[config.mk]
export PLATFORM = sky130hd
export DESIGN_NAME = pc_unit
export DESIGN_NICKNAME = d
export VERILOG_FILES = /design/src/rtl/pc_unit.sv
export SDC_FILE = /design/constraint.sdc
export NUM_CORES = 1
export LEC_CHECK = 0
export ABC_AREA = 1
export CORE_ASPECT_RATIO = 1.75
export CORE_MARGIN = 4
export CORE_UTILIZATION = 25
export DETAILED_ROUTE_END_ITERATION = 7
export DONT_BUFFER_PORTS = 1
export PLACE_DENSITY = 0.35
export SETUP_SLACK_MARGIN = 0.3
export SLEW_MARGIN = 20
export SYNTH_ARGS = -nofsm -noshare
export SYNTH_HDL_FRONTEND = slang
export SYNTH_SLANG_ARGS = --single-unit
export TNS_END_PERCENT = 1
[constraint.sdc]
create_clock -name clk -period 5.9 [get_ports clk]
set_input_delay 0.59 -clock clk [delete_from_list [all_inputs] [get_ports clk]]
set_output_delay 0.59 -clock clk [all_outputs]
set_load 0.005 [all_outputs]
[src/rtl/pc_unit.sv]
// Program counter plus return-address stack for the multi-cycle core.
// The PC changes only on edges where pc_write is high. pc_src selects the
// next PC: sequential, jump, branch or return. CALL/RET push and pop the
// LIFO stack. Within one update the pop is applied before the push.
module pc_unit #(
    parameter int ADDR_W      = 32,
    parameter int OFF_W       = 16,
    parameter int STACK_DEPTH = 8
) (
    input  logic                           clk,
    input  logic                           reset_n,
    input  logic                           pc_write,
    input  logic [1:0]                     pc_src,
    input  logic [OFF_W-1:0]               offset,
    input  logic                           push_ret,
    input  logic                           pop_ret,
    output logic [ADDR_W-1:0]              pc,
    output logic [$clog2(STACK_DEPTH):0]   stack_count,
    output logic                           stack_empty,
    output logic                           stack_full,
    output logic                           ovf_err,
    output logic                           unf_err
);
    localparam int IW = $clog2(STACK_DEPTH);
    localparam int CW = IW + 1;
    localparam logic [CW-1:0] DEPTH_C = CW'(STACK_DEPTH);

    logic [ADDR_W-1:0] stack_mem [STACK_DEPTH];
    logic [ADDR_W-1:0] pc_q, pc_next, pc_inc, off_sext, top_val;
    logic [CW-1:0]     count_q, count_m1, cnt_mid, cnt_next;
    logic              ovf_q, unf_q, empty, do_pop, do_push, push_ovf, ret_unf;

    // Next-state terms. The pop is applied first to give an intermediate
    // count, and the push is then judged against that count. As a result a
    // push and a pop on a full stack replace the top entry and are not
    // counted as an overflow.
    always_comb begin
        empty    = (count_q == '0);
        count_m1 = count_q - CW'(1);
        top_val  = stack_mem[count_m1[IW-1:0]];
        pc_inc   = pc_q + ADDR_W'(1);
        off_sext = {{(ADDR_W-OFF_W){offset[OFF_W-1]}}, offset};
        do_pop   = pop_ret && !empty;
        ret_unf  = (pop_ret || (pc_src == 2'b11)) && empty;
        cnt_mid  = do_pop ? count_m1 : count_q;
        do_push  = push_ret && (cnt_mid != DEPTH_C);
        push_ovf = push_ret && (cnt_mid == DEPTH_C);
        cnt_next = do_push ? cnt_mid + CW'(1) : cnt_mid;
        pc_next  = pc_q;
        case (pc_src)
            2'b00:   pc_next = pc_inc;
            2'b01,
            2'b10:   pc_next = pc_q + off_sext;
            default: pc_next = empty ? pc_q : top_val;
        endcase
    end

    // PC, stack count and the sticky error flags.
    always_ff @(posedge clk or negedge reset_n) begin
        if (!reset_n) begin
            pc_q    <= '0;
            count_q <= '0;
            ovf_q   <= 1'b0;
            unf_q   <= 1'b0;
        end else if (pc_write) begin
            pc_q    <= pc_next;
            count_q <= cnt_next;
            if (push_ovf) ovf_q <= 1'b1;
            if (ret_unf)  unf_q <= 1'b1;
        end
    end

    // Stack storage. It has no reset because the count marks which entries
    // are valid.
    always_ff @(posedge clk) begin
        if (reset_n && pc_write && do_push)
            stack_mem[cnt_mid[IW-1:0]] <= pc_inc;
    end

    assign pc          = pc_q;
    assign stack_count = count_q;
    assign stack_empty = empty;
    assign stack_full  = (count_q == DEPTH_C);
    assign ovf_err     = ovf_q;
    assign unf_err     = unf_q;
endmodule
==> flow_summary.json, run 1 <==
{
  "hold_violations": 0,
  "critPathMaxStageDelay_ns": 0.88,
  "grt_pass1_vias": 12200,
  "synth_area_leaders": "edfxtp_1 50%, nand2_1 9.5%, dfrtp_1 6.2%, nor2_1 6.0%, o21ai_0 4.8%",
  "ctsHoldBuffers": 2,
  "die_w_um": 195,
  "synth_area_um2": 15400,
  "first_pass_iters": 5,
  "post-cts-setup-buffer-count": 0,
  "max_freq_mhz": 235,
  "totalWireLength_um": 55100,
  "tritoncts": "done",
  "diodes": 0,
  "place_ws_ns": 1.53,
  "syn_avg_cell_area_um2": 9.06,
  "slew_headroom_pct": 28.5,
  "nFillCells": 6532,
  "ioPinCount": 63,
  "reg2reg_from": "stack_count[0]",
  "crit_path_frequent_cell": "nand2_1",
  "netlist-cell-type-count": 41,
  "leakage_nw": 6.78,
  "rows": 119,
  "r2r_slack_ns": 1.64,
  "holdCritStartpoint": "pc_write",
  "numCtsBuffers": 30,
  "drc_errors": 0,
  "start_util_pct": 25.4,
  "yosysMostFrequentCell": "nand2_1",
  "critical_path.slowest_cell": "nor2_4",
  "syn_nets": 1757,
  "grt_max_degree": 85,
  "whs_endpoint": "stack_count[3]",
  "grt_pass1_wl_um": 80800,
  "timing.setup.tns_ns": 0,
  "synthFlopType": "edfxtp_1",
  "r2r-end": "stack_mem[7][1]",
  "ctsLongestPathBuffers": 3,
  "setup_viol": 0,
  "min_period_ns": 4.26,
  "rsz0062_at_grt": "no",
  "yosys-top-cells-count": "388 x nand2_1, 256 x edfxtp_1, 244 x nor2_1",
  "synthArstFlopShare_pct": 12.9,
  "hold_depth": 1,
  "vias_per_cell": 4.78,
  "path_class": "reg2reg",
  "synth_cells": 1695,
  "drv_slew": 0,
  "worstSkewPairLatency_ns": 0.57,
  "fin_skew_ns": 0.0199,
  "critPathCaptureType": "flip-flop",
  "pwr-share-clk_pct": 22.8,
  "place_congestion": 0.839,
  "crit_required_ns": 6.18,
  "first_iter_violations": 595,
  "seq_area_frac_synth_pct": 56.3,
  "min_path_type": "in2reg",
  "core_area_um2": 60500,
  "cts_sinks": 294,
  "dp_hpwl_um": 37400,
  "setup_slack_ns": 1.64,
  "p_int_w": 0.00495,
  "synth_warnings": 0,
  "post_cts_resized": 0,
  "crit_path_start_kind": "flip-flop",
  "post-route-period-util_pct": 72.3,
  "grtUsageTotal_pct": 16.4,
  "crit_chain": "inv_4, ha_2, nand2_2, nor2_4, nor2_2, inv_2, nand2_1, nand2_1, inv_1, ha_1, nand2_1, inv_2, nand2_4, nand4_4, nor2_4, buf_4",
  "seqPwrFrac_pct": 34.5,
  "cp.arrival_ns": 4.54,
  "synth_area_leader_cell": "edfxtp_1",
  "htreeDepth": 1,
  "port_buffers": 0,
  "antenna_found_initial": 0,
  "nets": 1744,
  "p_switching_w": 0.00388,
  "outcome": "finished, final reports clean",
  "yosys.area.top_type_share_pct": 50.1,
  "crit_fanout": 49,
  "grt-ovfl-total": 0,
  "maxCapViolations": 0,
  "syn2layout_area_growth_pct": 13.0,
  "clkSlewWorstSetupHoldPaths_ns": 0.06,
  "die_h_um": 336,
  "power_frac_comb_pct": 42.7,
  "root_buffer": "clkbuf_16",
  "drive_above_1_share_pct": 6.33,
  "avgRoutedWirePerCell_um": 22.1,
  "synth_edf_count": 256,
  "powerDensity_nw_per_um2": 509,
  "dieArea_um2": 65600,
  "synth-seq-cells": 294,
  "vdd_drop_max_v": 0.000415,
  "tightest_slew_ns": 1.07,
  "swShare_pct": 43.9,
  "vias": 11900,
  "rr_worst_depth": 16,
  "ant_nets": 0
}
-- logic make-up (layout without fill, tap and decap cells) --
group,Yosys count,count (layout),share of synthesized area (%)
compound gates,320,320,12.3
fa+ha+maj,39,39,3.23
buf+inv,255,266,6.47
xor+xnor,25,25,1.43
flops,294,294,56.3
simple gates,762,762,20.3
-- through the flow --
step           std cells  total power, W  area [µm²]  hold WS [ns]  util [%]
6_report            2492         0.00883       17300         0.105      28.7
5_1_grt             2492         0.00949       17300        0.0753      28.7
4_1_cts             2492         0.00899       17300        0.0610      28.7
3_5_place_dp        2434         0.00693       16300         0.298      26.9
3_3_place_gp        2434         0.00691       16300         0.298      26.9
2_1_floorplan       1695         0.00548       15400         0.294         -
-- sequential cells by signal, summed over array words and instances, names as in the netlist --
| name | flops |
|---|---|
| stack_count | 4 |
| unf_err | 1 |
| stack_mem | 256 |
| ovf_err | 1 |
| pc | 32 |
-- layout by cell type, fill, tap and decap left out, drive strengths merged, types with 19 or more instances in the layout --
| cell type | Yosys | layout |
|---|---|---|
| dfrtp | 38 | 38 |
| a21oi | 62 | 62 |
| o221ai | 41 | 41 |
| o211ai | 20 | 20 |
| nor3 | 19 | 19 |
| inv | 188 | 190 |
| nand2 | 392 | 392 |
| nand3 | 73 | 73 |
| edfxtp | 256 | 256 |
| o22ai | 25 | 25 |
| clkbuf | 40 | 47 |
| buf | 26 | 20 |
| nor2 | 249 | 249 |
| o21ai | 149 | 149 |
| ha | 38 | 38 |
-- metal layers --
metal	vias up	global-route usage, %	wire length, µm	part of all wire, %
met5	-	0	0	0
met4	0	8.15	3000	5.4
met3	89	2.19	1920	3.5
met2	228	29.9	28300	51
met1	5866	18.9	21900	40
li1	5740	-	-	-
-- critical path, delay by kind of cell (launching register included) --
kind	cells	cell delay [ns]
flip-flops	1	0.48
adder cells (fa/ha/maj)	2	0.55
buffers and inverters	5	1.01
AND/OR/NAND/NOR	9	1.91
-- worst max-delay path by stage --
stage	startpoint	slack [ns]	endpoint	cells after the start
after detailed placement	stack_count[0]	1.53	stack_mem[7][0]	16
after floorplan	stack_count[0]	0.83	stack_mem[2][0]	18
after CTS	stack_count[0]	1.52	stack_mem[7][28]	16
final	stack_count[0]	1.64	stack_mem[7][1]	16
after global routing	stack_count[0]	1.26	stack_mem[4][17]	16
after global placement	stack_count[0]	1.56	stack_mem[7][6]	16
-- power by group through the flow --
stage	Clock, W	Combinational, W	Sequential, W
2_1_floorplan	0	0.00254	0.00294
3_3_place_gp	0	0.00382	0.00310
3_5_place_dp	0	0.00384	0.00310
4_1_cts	0.00208	0.00385	0.00305
5_1_grt	0.00217	0.00423	0.00309
6_report	0.00202	0.00377	0.00305
-- area by class of cell --
| cell class | instances | area [µm²] | area share (%) |
|---|---|---|---|
| Multi-Input combinational cell | 1146 | 5790 | 33.4 |
| Clock buffer | 47 | 906 | 5.22 |
| Tap cell | 786 | 983 | 5.67 |
| Timing Repair Buffer | 21 | 180 | 1.04 |
| Inverter | 189 | 712 | 4.10 |
| Sequential cell | 294 | 8640 | 49.8 |
| Clock inverter | 9 | 128 | 0.736 |
Power figures use the tool's default switching activity.
==> run 2, diff against run 1 <==
==> constraint.sdc (replaced) <==
create_clock -name clk -period 4 [get_ports clk]
set_input_delay 0.4 -clock clk [delete_from_list [all_inputs] [get_ports clk]]
set_output_delay 0.4 -clock clk [all_outputs]
set_load 0.005 [all_outputs]
==> run 2 against run 1 <==
Cell count grew 0.52%. Sequential share of layout area shrank 0.14 points. Clock power up 34%. Flip-flop and latch count is the same. Sequential power up 46%. Combinational power grew 53%. Maximum frequency rose by 22%. Hold slack got worse by 0.067 ns. Global-route usage is 0.15 points lower. Non-clock buffer count grew 15. Final area rose by 0.27%. First-iteration DRC count grew 8.4%. Largest power group unchanged.
==> flow_summary.json, run 2 (same netlist as run 1, synthesis figures left out) <==
{
  "outcome": "finished, final reports clean",
  "post_cts_resized": 0,
  "slew_headroom_pct": 30.5,
  "root_buffer": "clkbuf_16",
  "drv_slew": 0,
  "tritoncts": "done",
  "holdCritStartpoint": "pc_write",
  "grt_pass1_wl_um": 80200,
  "htreeDepth": 1,
  "whs_endpoint": "stack_count[0]",
  "r2r-end": "stack_mem[1][22]",
  "cts_sinks": 294,
  "min_period_ns": 3.49,
  "nets": 1758,
  "grt_max_degree": 84,
  "crit_required_ns": 4.19,
  "hold_violations": 0,
  "avgRoutedWirePerCell_um": 21.9,
  "ctsLongestPathBuffers": 3,
  "mostFrequentLayoutCells": "387 x nand2_1, 256 x edfxtp_1, 240 x nor2_1",
  "antenna_found_initial": 0,
  "drive_above_1_share_pct": 6.75,
  "fin_skew_ns": 0.0268,
  "totalWireLength_um": 54800,
  "dieArea_um2": 65600,
  "grtUsageTotal_pct": 16.3,
  "path_class": "reg2reg",
  "reg2reg_from": "stack_count[1]",
  "setup_viol": 0,
  "first_iter_violations": 645,
  "timing.setup.tns_ns": 0,
  "min_path_type": "in2reg",
  "largest_reg_flops": 256,
  "ioPinCount": 63,
  "first_pass_iters": 5,
  "dpl_cell_area_um2": 16400,
  "grt_pass1_vias": 12200,
  "final_common_cell": "nand2_1",
  "drc_errors": 0,
  "maxCapViolations": 0,
  "max_freq_mhz": 286,
  "place_congestion": 0.890,
  "dp_hpwl_um": 38000,
  "tightest_slew_ns": 1.04,
  "r2r_slack_ns": 0.51,
  "hold_depth": 2,
  "start_util_pct": 25.4,
  "die_w_um": 195,
  "port_buffers": 0,
  "vdd_drop_max_v": 0.000635,
  "clkSlewWorstSetupHoldPaths_ns": 0.06,
  "die_h_um": 336,
  "worstSkewPairLatency_ns": 0.58,
  "powerDensity_nw_per_um2": 742,
  "critPathCaptureType": "flip-flop",
  "cp.arrival_ns": 3.68,
  "rows": 119,
  "syn2layout_area_growth_pct": 13.3,
  "core_area_um2": 60500,
  "stdcell_area_um2": 17400,
  "leakage_nw": 6.81,
  "diodes": 0,
  "vias": 11900,
  "crit_path_start_kind": "flip-flop",
  "ant_nets": 0,
  "rr_worst_depth": 16,
  "numCtsBuffers": 29,
  "post-route-period-util_pct": 87.3,
  "rsz0062_at_grt": "no",
  "grt-ovfl-total": 0,
  "crit_fanout": 32,
  "vias_per_cell": 4.74
}
## run 2: cell types whose count changed in the layout (fill, tap and decap cells not counted), sizes merged
cell / previous run / this run
clkbuf: 47 / 34
buf: 20 / 32
clkinv: 4 / 14
dlygate4sd3: 1 / 4
inv: 190 / 192
bufinv: 3 / 2
## run 2: how the worst max path moves through the flow
stage          slack, ns           start                to
5_1_grt             0.30  stack_count[0]  stack_mem[1][20]
3_3_place_gp        0.51  stack_count[0]  stack_mem[1][26]
4_1_cts             0.43  stack_count[0]  stack_mem[1][22]
3_5_place_dp        0.47  stack_count[0]  stack_mem[1][22]
2_1_floorplan       0.30  stack_count[0]   stack_mem[6][0]
6_report            0.51  stack_count[1]  stack_mem[1][22]
## run 2: final cells by class
cell class | count | area (µm²)
clock inverters | 20 | 159
multi-input cells | 1146 | 5830
inverters | 189 | 712
fillers | 6601 | 43100
well taps | 786 | 983
flip-flops and latches | 294 | 8640
clock buffers | 34 | 744
repair buffers | 36 | 325
## run 2: per-layer routing
metal  global-route usage, %  part of all wire, %
met3                    1.60                  3.4
met2                    31.7                   54
met4                    5.80                  3.5
met1                    18.3                   39
met5                       0                    0
## run 2: critical path, stage by stage (launching register included)
cell and delay, ns:
dfrtp_1 0.43, inv_1 0.12, ha_2 0.25, nand2_2 0.09, nor2_4 0.17, nor2_2 0.08, inv_2 0.09, nand2_1 0.09
nand2_4 0.18, inv_2 0.11, ha_1 0.20, nand2_1 0.09, inv_2 0.05, nand2_4 0.08, nand4_4 0.28, nor3_4 0.20
buf_4 0.54
## run 2: power breakdown
| group | switching (W) | internal, W |
|---|---|---|
| sequential | 0.000435 | 0.00401 |
| clock | 0.00124 | 0.00147 |
| combinational | 0.00413 | 0.00163 |
| total | 0.00580 | 0.00710 |
## run 2: metrics by stage
step / util [%] / power [W] / hold slack (ns) / std cells / setup slack, ns
floorplan: - / 0.00812 / 0.104 / 1695 / 0.295
global placement: 27.2 / 0.0104 / 0.110 / 2446 / 0.513
detailed placement: 27.2 / 0.0104 / 0.110 / 2446 / 0.472
CTS: 28.8 / 0.0132 / 0.00112 / 2505 / 0.434
global route: 28.8 / 0.0139 / 0.0146 / 2505 / 0.300
finish: 28.8 / 0.0129 / 0.0378 / 2505 / 0.509
## run 2: repair_timing
| item | CTS | global route |
|---|---|---|
| hold buffers | 5 | 0 |
| endpoints found under the hold margin | 44 | 0 |
| setup buffers | 0 | 0 |
| endpoints found under the setup margin | 0 | 0 |
